[src/rtl/spi_slave.sv]
// rtl/spi_slave.sv - SPI slave front end: deserializes MOSI command frames for the RAM
// and serializes RAM read data onto MISO.
module spi_slave #(
  parameter int ADDR_SIZE = 8
) (
  input  logic                 clk,
  input  logic                 rst_n,
  input  logic                 SS_n,
  input  logic                 MOSI,
  input  logic [ADDR_SIZE-1:0] tx_data,
  input  logic                 tx_valid,
  output logic [ADDR_SIZE+1:0] rx_data,
  output logic                 rx_valid,
  output logic                 MISO
);

  localparam int WORD_W    = ADDR_SIZE + 2;
  localparam int BIT_CNT_W = $clog2(WORD_W);
  localparam int TX_CNT_W  = $clog2(ADDR_SIZE) + 1;
  localparam logic [BIT_CNT_W-1:0] LAST_RX_BIT = BIT_CNT_W'(WORD_W - 1);
  localparam logic [TX_CNT_W-1:0]  LAST_TX_BIT = TX_CNT_W'(ADDR_SIZE - 1);

  typedef enum logic [2:0] {
    IDLE      = 3'd0,
    CHK_CMD   = 3'd1,
    WRITE     = 3'd2,
    READ_ADD  = 3'd3,
    READ_DATA = 3'd4
  } state_t;

  state_t                 state;
  state_t                 next_state;
  logic [BIT_CNT_W-1:0]   bit_cnt;
  logic [WORD_W-1:0]      shift_reg;
  logic [WORD_W-1:0]      rx_word;
  logic                   rx_done;
  logic                   rd_addr_seen;
  logic                   tx_captured;
  logic                   tx_done;
  logic [TX_CNT_W-1:0]    tx_cnt;
  logic [ADDR_SIZE-1:0]   tx_shift;
  logic                   shift_in;
  logic                   tx_phase;

  always_ff @(posedge clk or negedge rst_n) begin
    if (!rst_n) begin
      state <= IDLE;
    end else begin
      state <= next_state;
    end
  end

  always_comb begin
    next_state = state;
    if (SS_n) begin
      next_state = IDLE;
    end else begin
      case (state)
        IDLE:    next_state = CHK_CMD;
        CHK_CMD: begin
          if (!MOSI) begin
            next_state = WRITE;
          end else if (rd_addr_seen) begin
            next_state = READ_DATA;
          end else begin
            next_state = READ_ADD;
          end
        end
        default: next_state = state;
      endcase
    end
  end

  assign rx_word  = {shift_reg[WORD_W-2:0], MOSI};
  assign shift_in = (state == WRITE || state == READ_ADD || state == READ_DATA) && !rx_done;
  // The cycle carrying our own rx_valid is skipped so a stale tx_valid cannot capture old data.
  assign tx_phase = (state == READ_DATA) && rx_done && !rx_valid;

  always_ff @(posedge clk or negedge rst_n) begin
    if (!rst_n) begin
      bit_cnt      <= '0;
      shift_reg    <= '0;
      rx_data      <= '0;
      rx_valid     <= 1'b0;
      rx_done      <= 1'b0;
      rd_addr_seen <= 1'b0;
      tx_captured  <= 1'b0;
      tx_done      <= 1'b0;
      tx_cnt       <= '0;
      tx_shift     <= '0;
      MISO         <= 1'b0;
    end else begin
      rx_valid <= 1'b0;
      if (SS_n) begin
        bit_cnt     <= '0;
        shift_reg   <= '0;
        rx_done     <= 1'b0;
        tx_captured <= 1'b0;
        tx_done     <= 1'b0;
        tx_cnt      <= '0;
        tx_shift    <= '0;
        MISO        <= 1'b0;
      end else begin
        if (shift_in) begin
          shift_reg <= rx_word;
          if (bit_cnt == LAST_RX_BIT) begin
            rx_data  <= rx_word;
            rx_valid <= 1'b1;
            rx_done  <= 1'b1;
            bit_cnt  <= '0;
            if (state == READ_ADD) begin
              rd_addr_seen <= 1'b1;
            end
          end else begin
            bit_cnt <= bit_cnt + 1'b1;
          end
        end
        if (tx_phase) begin
          if (!tx_captured) begin
            if (tx_valid) begin
              tx_captured <= 1'b1;
              MISO        <= tx_data[ADDR_SIZE-1];
              tx_shift    <= {tx_data[ADDR_SIZE-2:0], 1'b0};
              tx_cnt      <= '0;
            end
          end else if (!tx_done) begin
            if (tx_cnt == LAST_TX_BIT) begin
              MISO         <= 1'b0;
              tx_done      <= 1'b1;
              rd_addr_seen <= 1'b0;
            end else begin
              MISO     <= tx_shift[ADDR_SIZE-1];
              tx_shift <= {tx_shift[ADDR_SIZE-2:0], 1'b0};
              tx_cnt   <= tx_cnt + 1'b1;
            end
          end
        end
      end
    end
  end

endmodule

[config.mk]
export PLATFORM = sky130hd
export DESIGN_NAME = spi_slave
export DESIGN_NICKNAME = d
export VERILOG_FILES = /design/src/rtl/spi_slave.sv
export SDC_FILE = /design/constraint.sdc
export NUM_CORES = 1
export LEC_CHECK = 0
export CAP_MARGIN = 15
export CORE_MARGIN = 2
export CORE_UTILIZATION = 50
export CTS_CLUSTER_SIZE = 20
export DETAILED_ROUTE_END_ITERATION = 16
export GPL_TIMING_DRIVEN = 0
export MAX_ROUTING_LAYER = met4
export PLACE_DENSITY = 0.73
export SLEW_MARGIN = 10
export SYNTH_ARGS = -nofsm -noshare
export SYNTH_HDL_FRONTEND = slang
export SYNTH_SLANG_ARGS = --single-unit
export TNS_END_PERCENT = 5
[constraint.sdc]
create_clock -name clk -period 4.1 [get_ports clk]
set_clock_uncertainty 0.2 [all_clocks]
set_input_delay 0.615 -clock clk [delete_from_list [all_inputs] [get_ports clk]]
set_output_delay 0.615 -clock clk [all_outputs]
set_load 0.02 [all_outputs]
**After elaboration in Yosys (flattened, before gate mapping)**

Cells that the tools add are included.
W data, S select, Z words.

- Reductions and logical operators: 19
- Muxes and demuxes: 49
- Equal/unequal tests: 8
- Bitwise gates (word level): 1
- Add/sub/neg operators: 2

Operators by type and width:

| cell | number |
|---|---|
| $mux W8 | 6 |
| $mux W4 | 9 |
| $mux W1 | 28 |
| $mux W9 | 2 |
| $mux W3 | 3 |
| $add A4 B1 Y4 const B | 2 |
| $reduce_bool A2 Y1 | 4 |
| $eq A3 B2 Y1 const B | 2 |
| $ne A3 B3 Y1 const B | 2 |
| $pmux W3 S2 | 1 |
| $reduce_and A3 Y1 | 2 |
| $reduce_bool A3 Y1 | 2 |
| $eq A4 B3 Y1 const B | 1 |
| $eq A4 B4 Y1 const B | 1 |
| $reduce_and A2 Y1 | 2 |
| $reduce_and A4 Y1 | 1 |
| $eq A3 B1 Y1 const B | 1 |
| $eq A3 B3 Y1 const B | 1 |
| $logic_and A1 B1 Y1 | 3 |
| $logic_not A3 Y1 | 1 |
| $logic_not A1 Y1 | 2 |
| $logic_or A1 B1 Y1 | 2 |
| $not A1 Y1 | 1 |

- Output and inout bits: 12
- Bits of input ports: 13
- Logic and storage cells: 91
- Register bits: 44

**Depth between registers and ports, before layout**

- Depth after elaboration: 9
- Depth in mapped cells: 6
- Depth with buffers taken out: 5

**Worst setup path before layout**

No wires, ideal clock.

- Path type: input port to flip-flop
- Start point: in SS_n
- End point: reg tx_shift[2]
- Arrival: 1.862 ns
- Data required time: 3.834 ns
- Path slack: 1.972 ns
- Library setup time: 0.066 ns
- Stages on the path: 5
- Cells stage by stage: clkbuf_1 -> or3b_2 -> nor4_2 -> and2_1 -> a221o_1

- Word-level cells in the longest chain between the ends: 2
- Elaborated cells on any way between the ends: 6
- Those cells by class: eq/ne (2); mux (1); reduce/logical (3)

Ends and longest elaborated chain:

| item | RTL line | RTL |
|---|---|---|
| from (decl) | 8 | `input logic SS_n,` |
| $ne A3 B3 Y1 (no line) (tied with other cells) | - |  |
| $reduce_and A4 Y1 (no line) | - |  |
| to (signal assigned) | 123 | `tx_shift <= {tx_data[ADDR_SIZE-2:0], 1'b0};` |
| to (signal assigned) | 133 | `tx_shift <= {tx_shift[ADDR_SIZE-2:0], 1'b0};` |
| to (decl) | 41 | `logic [ADDR_SIZE-1:0] tx_shift;` |

Parallel ways exist; a longest one is shown, timed or not.
A chain may end at the register's enable or synchronous reset.

**Worst setup path in the final report**

- Start point: in tx_valid
- End point: reg tx_shift[4]

- Word-level cells in the longest chain between the ends: 2

Ends and longest elaborated chain:

| item | RTL line | RTL |
|---|---|---|
| from (decl) | 11 | `input logic tx_valid,` |
| $reduce_bool A3 Y1 (no line) | - |  |
| $reduce_and A4 Y1 (no line) | - |  |

No other way between the ends.

==> results list <==
* Worst slack at placement: between 1500 and 2000 ps
- Critical path fanouts, max: 8
- Detail-routed via count per cell: 5.625
- Number of CTS-inserted buffers: 5
- Biggest area consumer among synthesized cells: sky130_fd_sc_hd__dfrtp_1
- Synthesis warning total: 0
- Family with the most delay on the worst path: compound AO/OA/AOI/OAI gates
- Synthesis inferred 43 register bits.
- Setup repair after global routing left no endpoint under its margin.
- In this run the worst setup path begins at tx_valid.
- Total of cells resized after clock tree synthesis: 0
- Measured against its own limit, the worst slew margin works out to 55.07%.
- The number of hold buffers added after CTS was 1.
* Outcome: finished clean
- H-tree depth: 2
- For this configuration, the core starts out at a cell density of 52.56%.
- Setup violations remaining at the end of the flow were counted as 0.
- STA puts the critical path data required time at ~4100 ps.
* Clock sink count: 43
- The final-report max-slew violation count came to 0.
* Clock network fraction of design power: 34.6%
- Maximum number of pins on one net before global-route repair: 34
* Number of flip-flops in the largest register: 10
- For this block, the via count after detailed routing is 1,412.
- Total grt overflow: 0
- By startpoint and endpoint, the worst setup path is classified as primary input to register.
- In this run, the number of DRC markers left after iteration 0 of detailed routing was 81.
- A synthesized cell averages 11.49 um2.
- Critical path's largest stage delay: a little over 500 ps
* Die ar.: roughly 4400 um2
- Highest clock rate: 441.8 MHz
* Leakage Power: 1.070 nW
- At the pin with the least slew margin, the transition time is 668.4 ps.
- Flop pwr share: ~58%
* # Max-Cap Violations: 0
- The worst register-to-register path begins at state[1]$_DFFE_PN0P_.
- All-layer global routing usage: 20.89%
- In the final layout, the share of cells above drive strength 1 is 15.27%.
- Startpoint of the tightest hold check path: rx_data[0]$_DFFE_PN0P_
- The number of buffers and inverters on the critical path is 1.
* Diodes inserted: 0
* Count of mapped cells out of synthesis: 170
- Type of the tightest min-delay check: register to register
- Overall die height: 66.50 um
* Hpwl dp: 2778 um
- Yosys instantiated no cell more often than sky130_fd_sc_hd__dfrtp_1.
- Count of nets after finishing: 216
* Clock tree from TritonCTS: done
- The clock passes through at most 2 buffers.
- Per report_power, the combinational group accounts for 7.3% of the total.
- Switching Fraction: 23.75%
* Die Width: 66.50 um
- Worst-path cell chain: clkdlybuf4s50_1, nand2b_1, a211oi_4, a21oi_2, a221o_1
* Sort of element at the start of the critical path: primary input
- Number of buffer cells added on primary ports: 23
* Capturing element type of the critical path: register
- Post-Synthesis Net Count: 184
* # IOs: 25
* Buffer cell driving the clock tree root: sky130_fd_sc_hd__clkbuf_8
- Floorplan core area: 3716 um2
* Total number of placement rows: 22
* CTS clk-pin slew, worst paths: about 80 ps
- Crit path time final: 2264 ps
- Net load switching power: about 0.00018 W
- Routed wirelength normalized by instance count: 15.40 um
- DRT Wirelength: 3865 um
- Summing every instance area after synthesis gives around 2000 um2.
- The clock reaches the later pin of the worst-skew pair after 290 ps.
* Final weighted congestion in routability-driven placement: 0.8319
* Count of antenna-violating nets left after detailed routing: 0
* DRC: 0
* VDD IR-drop max: approximately 0.21 mV
* Part of the Yosys area used for sequential elements: between 50 and 60%
- The final critical path takes up between 50% and 60% of the cycle.
- EDFF count, synth: 0
- After clock tree synthesis, the setup repair step added 0 buffers.
- The largest individual stage delay along the critical path comes from the cell sky130_fd_sc_hd__clkdlybuf4s50_1.
- For this run, the leading register cell type out of synthesis is sky130_fd_sc_hd__dfrtp_1.
* Critical path data arrival time: around 2200 ps
- Initial antenna violation count: 0
- After layout, the worst setup slack is between 1500 and 2000 ps.
* Final hold violations: 0
* Fraction of registers with async set/reset: 100.0%
- Number of iterations in the first detailed-routing pass: 4
* Power density relative to cell area: 317.4 nW/um2
* Number of distinct library cell variants in the gate-level netlist after synthesis: 44
- Setup total negative slack on the finished layout was measured at 0 ps.
- Area contributors post-synth: sky130_fd_sc_hd__dfrtp_1 (55%), sky130_fd_sc_hd__mux2_2 (5.8%), sky130_fd_sc_hd__mux2i_1 (5.1%)
- The commonest cells after synthesis are sky130_fd_sc_hd__dfrtp_1 (43), sky130_fd_sc_hd__nor2_1 (22), sky130_fd_sc_hd__mux2_2 (10), sky130_fd_sc_hd__mux2i_1 (10).
- Via count of the first global-routing pass: around 1,500
- The first global-routing pass estimated 6630 um of wire.
- The synthesized design devotes to its leading area cell type between 50% and 60% of total area.
- Layout Area Growth over Synthesis: 20.44%
* Internal power contribution: 0.0005693 W
[stage by stage]
step,utilization (%),total power [W],std cells,cell area (um2),hold slack [ps]
floorplan,-,0.0004683,170,1953,119.4
global placement,60.37,0.0004932,241,2243,261.4
detailed placement,60.77,0.0004970,242,2258,280.4
CTS,63.30,0.0007524,251,2352,298.2
global route,63.30,0.0007799,251,2352,324.6
finish,63.30,0.0007466,251,2352,292.7
[layout make-up]
cell class              count  area (um2)
clock inverters             3       15.01
inverters                   7       26.28
plain buffers               6       26.28
fillers                   289        1364
multi-input cells         114       824.5
repair buffers             25       255.2
flip-flops and latches     43        1076
clock buffers               5       68.82
well taps                  48       60.06
[layer usage]
layer	vias up	routed length (um)	global-route usage (%)
met5	-	0	-
met4	0	69	8.418
met3	7	177	6.081
met2	39	1847	32.38
met1	700	1770	25.86
li1	666	-	-
[cell usage in the layout (no fill, tap or decap), types with 3 or more instances in the layout]
cell type	synthesis	layout
sky130_fd_sc_hd__a21oi_1	3	3
sky130_fd_sc_hd__a221o_1	6	6
sky130_fd_sc_hd__a31oi_1	4	4
sky130_fd_sc_hd__and2_1	7	7
sky130_fd_sc_hd__buf_2	3	4
sky130_fd_sc_hd__clkbuf_8	0	5
sky130_fd_sc_hd__clkdlybuf4s50_1	0	22
sky130_fd_sc_hd__clkinv_2	0	3
sky130_fd_sc_hd__dfrtp_1	43	43
sky130_fd_sc_hd__inv_1	7	7
sky130_fd_sc_hd__mux2_2	10	10
sky130_fd_sc_hd__mux2i_1	10	10
sky130_fd_sc_hd__nand2_1	7	7
sky130_fd_sc_hd__nand2b_1	3	3
sky130_fd_sc_hd__nor2_1	22	22
sky130_fd_sc_hd__nor2b_1	4	4
sky130_fd_sc_hd__o21ai_0	7	7
[kinds of logic (layout without fill, tap and decap cells)]
group / after synthesis / count (layout) / synth area share, %
and+or+nand+nor: 58 / 58 / 16.46
DFF: 43 / 43 / 55.09
AOI/OAI and AO/OA: 33 / 33 / 13.32
muxes: 20 / 20 / 10.89
buffers and inverters: 13 / 46 / 2.691
xor gates and xnor gates: 2 / 2 / 0.8970
adders and majority gates: 1 / 1 / 0.6405
[power groups by stage]
| stage | Combinational, W | Sequential, W | Clock [W] |
|---|---|---|---|
| 4_1_cts | 0.0000552 | 0.000434 | 0.000263 |
| 5_1_grt | 0.0000602 | 0.000435 | 0.000285 |
| 2_1_floorplan | 0.0000268 | 0.000441 | 0 |
| 3_3_place_gp | 0.0000508 | 0.000442 | 0 |
| 6_report | 0.0000542 | 0.000434 | 0.000258 |
| 3_5_place_dp | 0.0000542 | 0.000443 | 0 |
[worst register-to-register path, delay by kind of cell (launching register included)]
kind | cells | cell delay, ps
flip-flops | 1 | 460
AND/OR/NAND/NOR | 3 | 1250
AO/OA/AOI/OAI | 1 | 230
[final timing paths]
path                                                end  slack [ps]  cells past startpoint
max in group asynchronous        rx_data[6]$_DFFE_PN0P_        2720                      3
min in group asynchronous         tx_cnt[3]$_DFFE_PN0P_         530                      2
worst max-delay path            tx_shift[4]$_DFFE_PN0P_        1840                      5
worst max register to register  tx_shift[4]$_DFFE_PN0P_        1900                      4
worst min register to register   rx_data[0]$_DFFE_PN0P_         290                      2
worst min-delay path             rx_data[0]$_DFFE_PN0P_         290                      2
(Power assumes the default switching activity.)
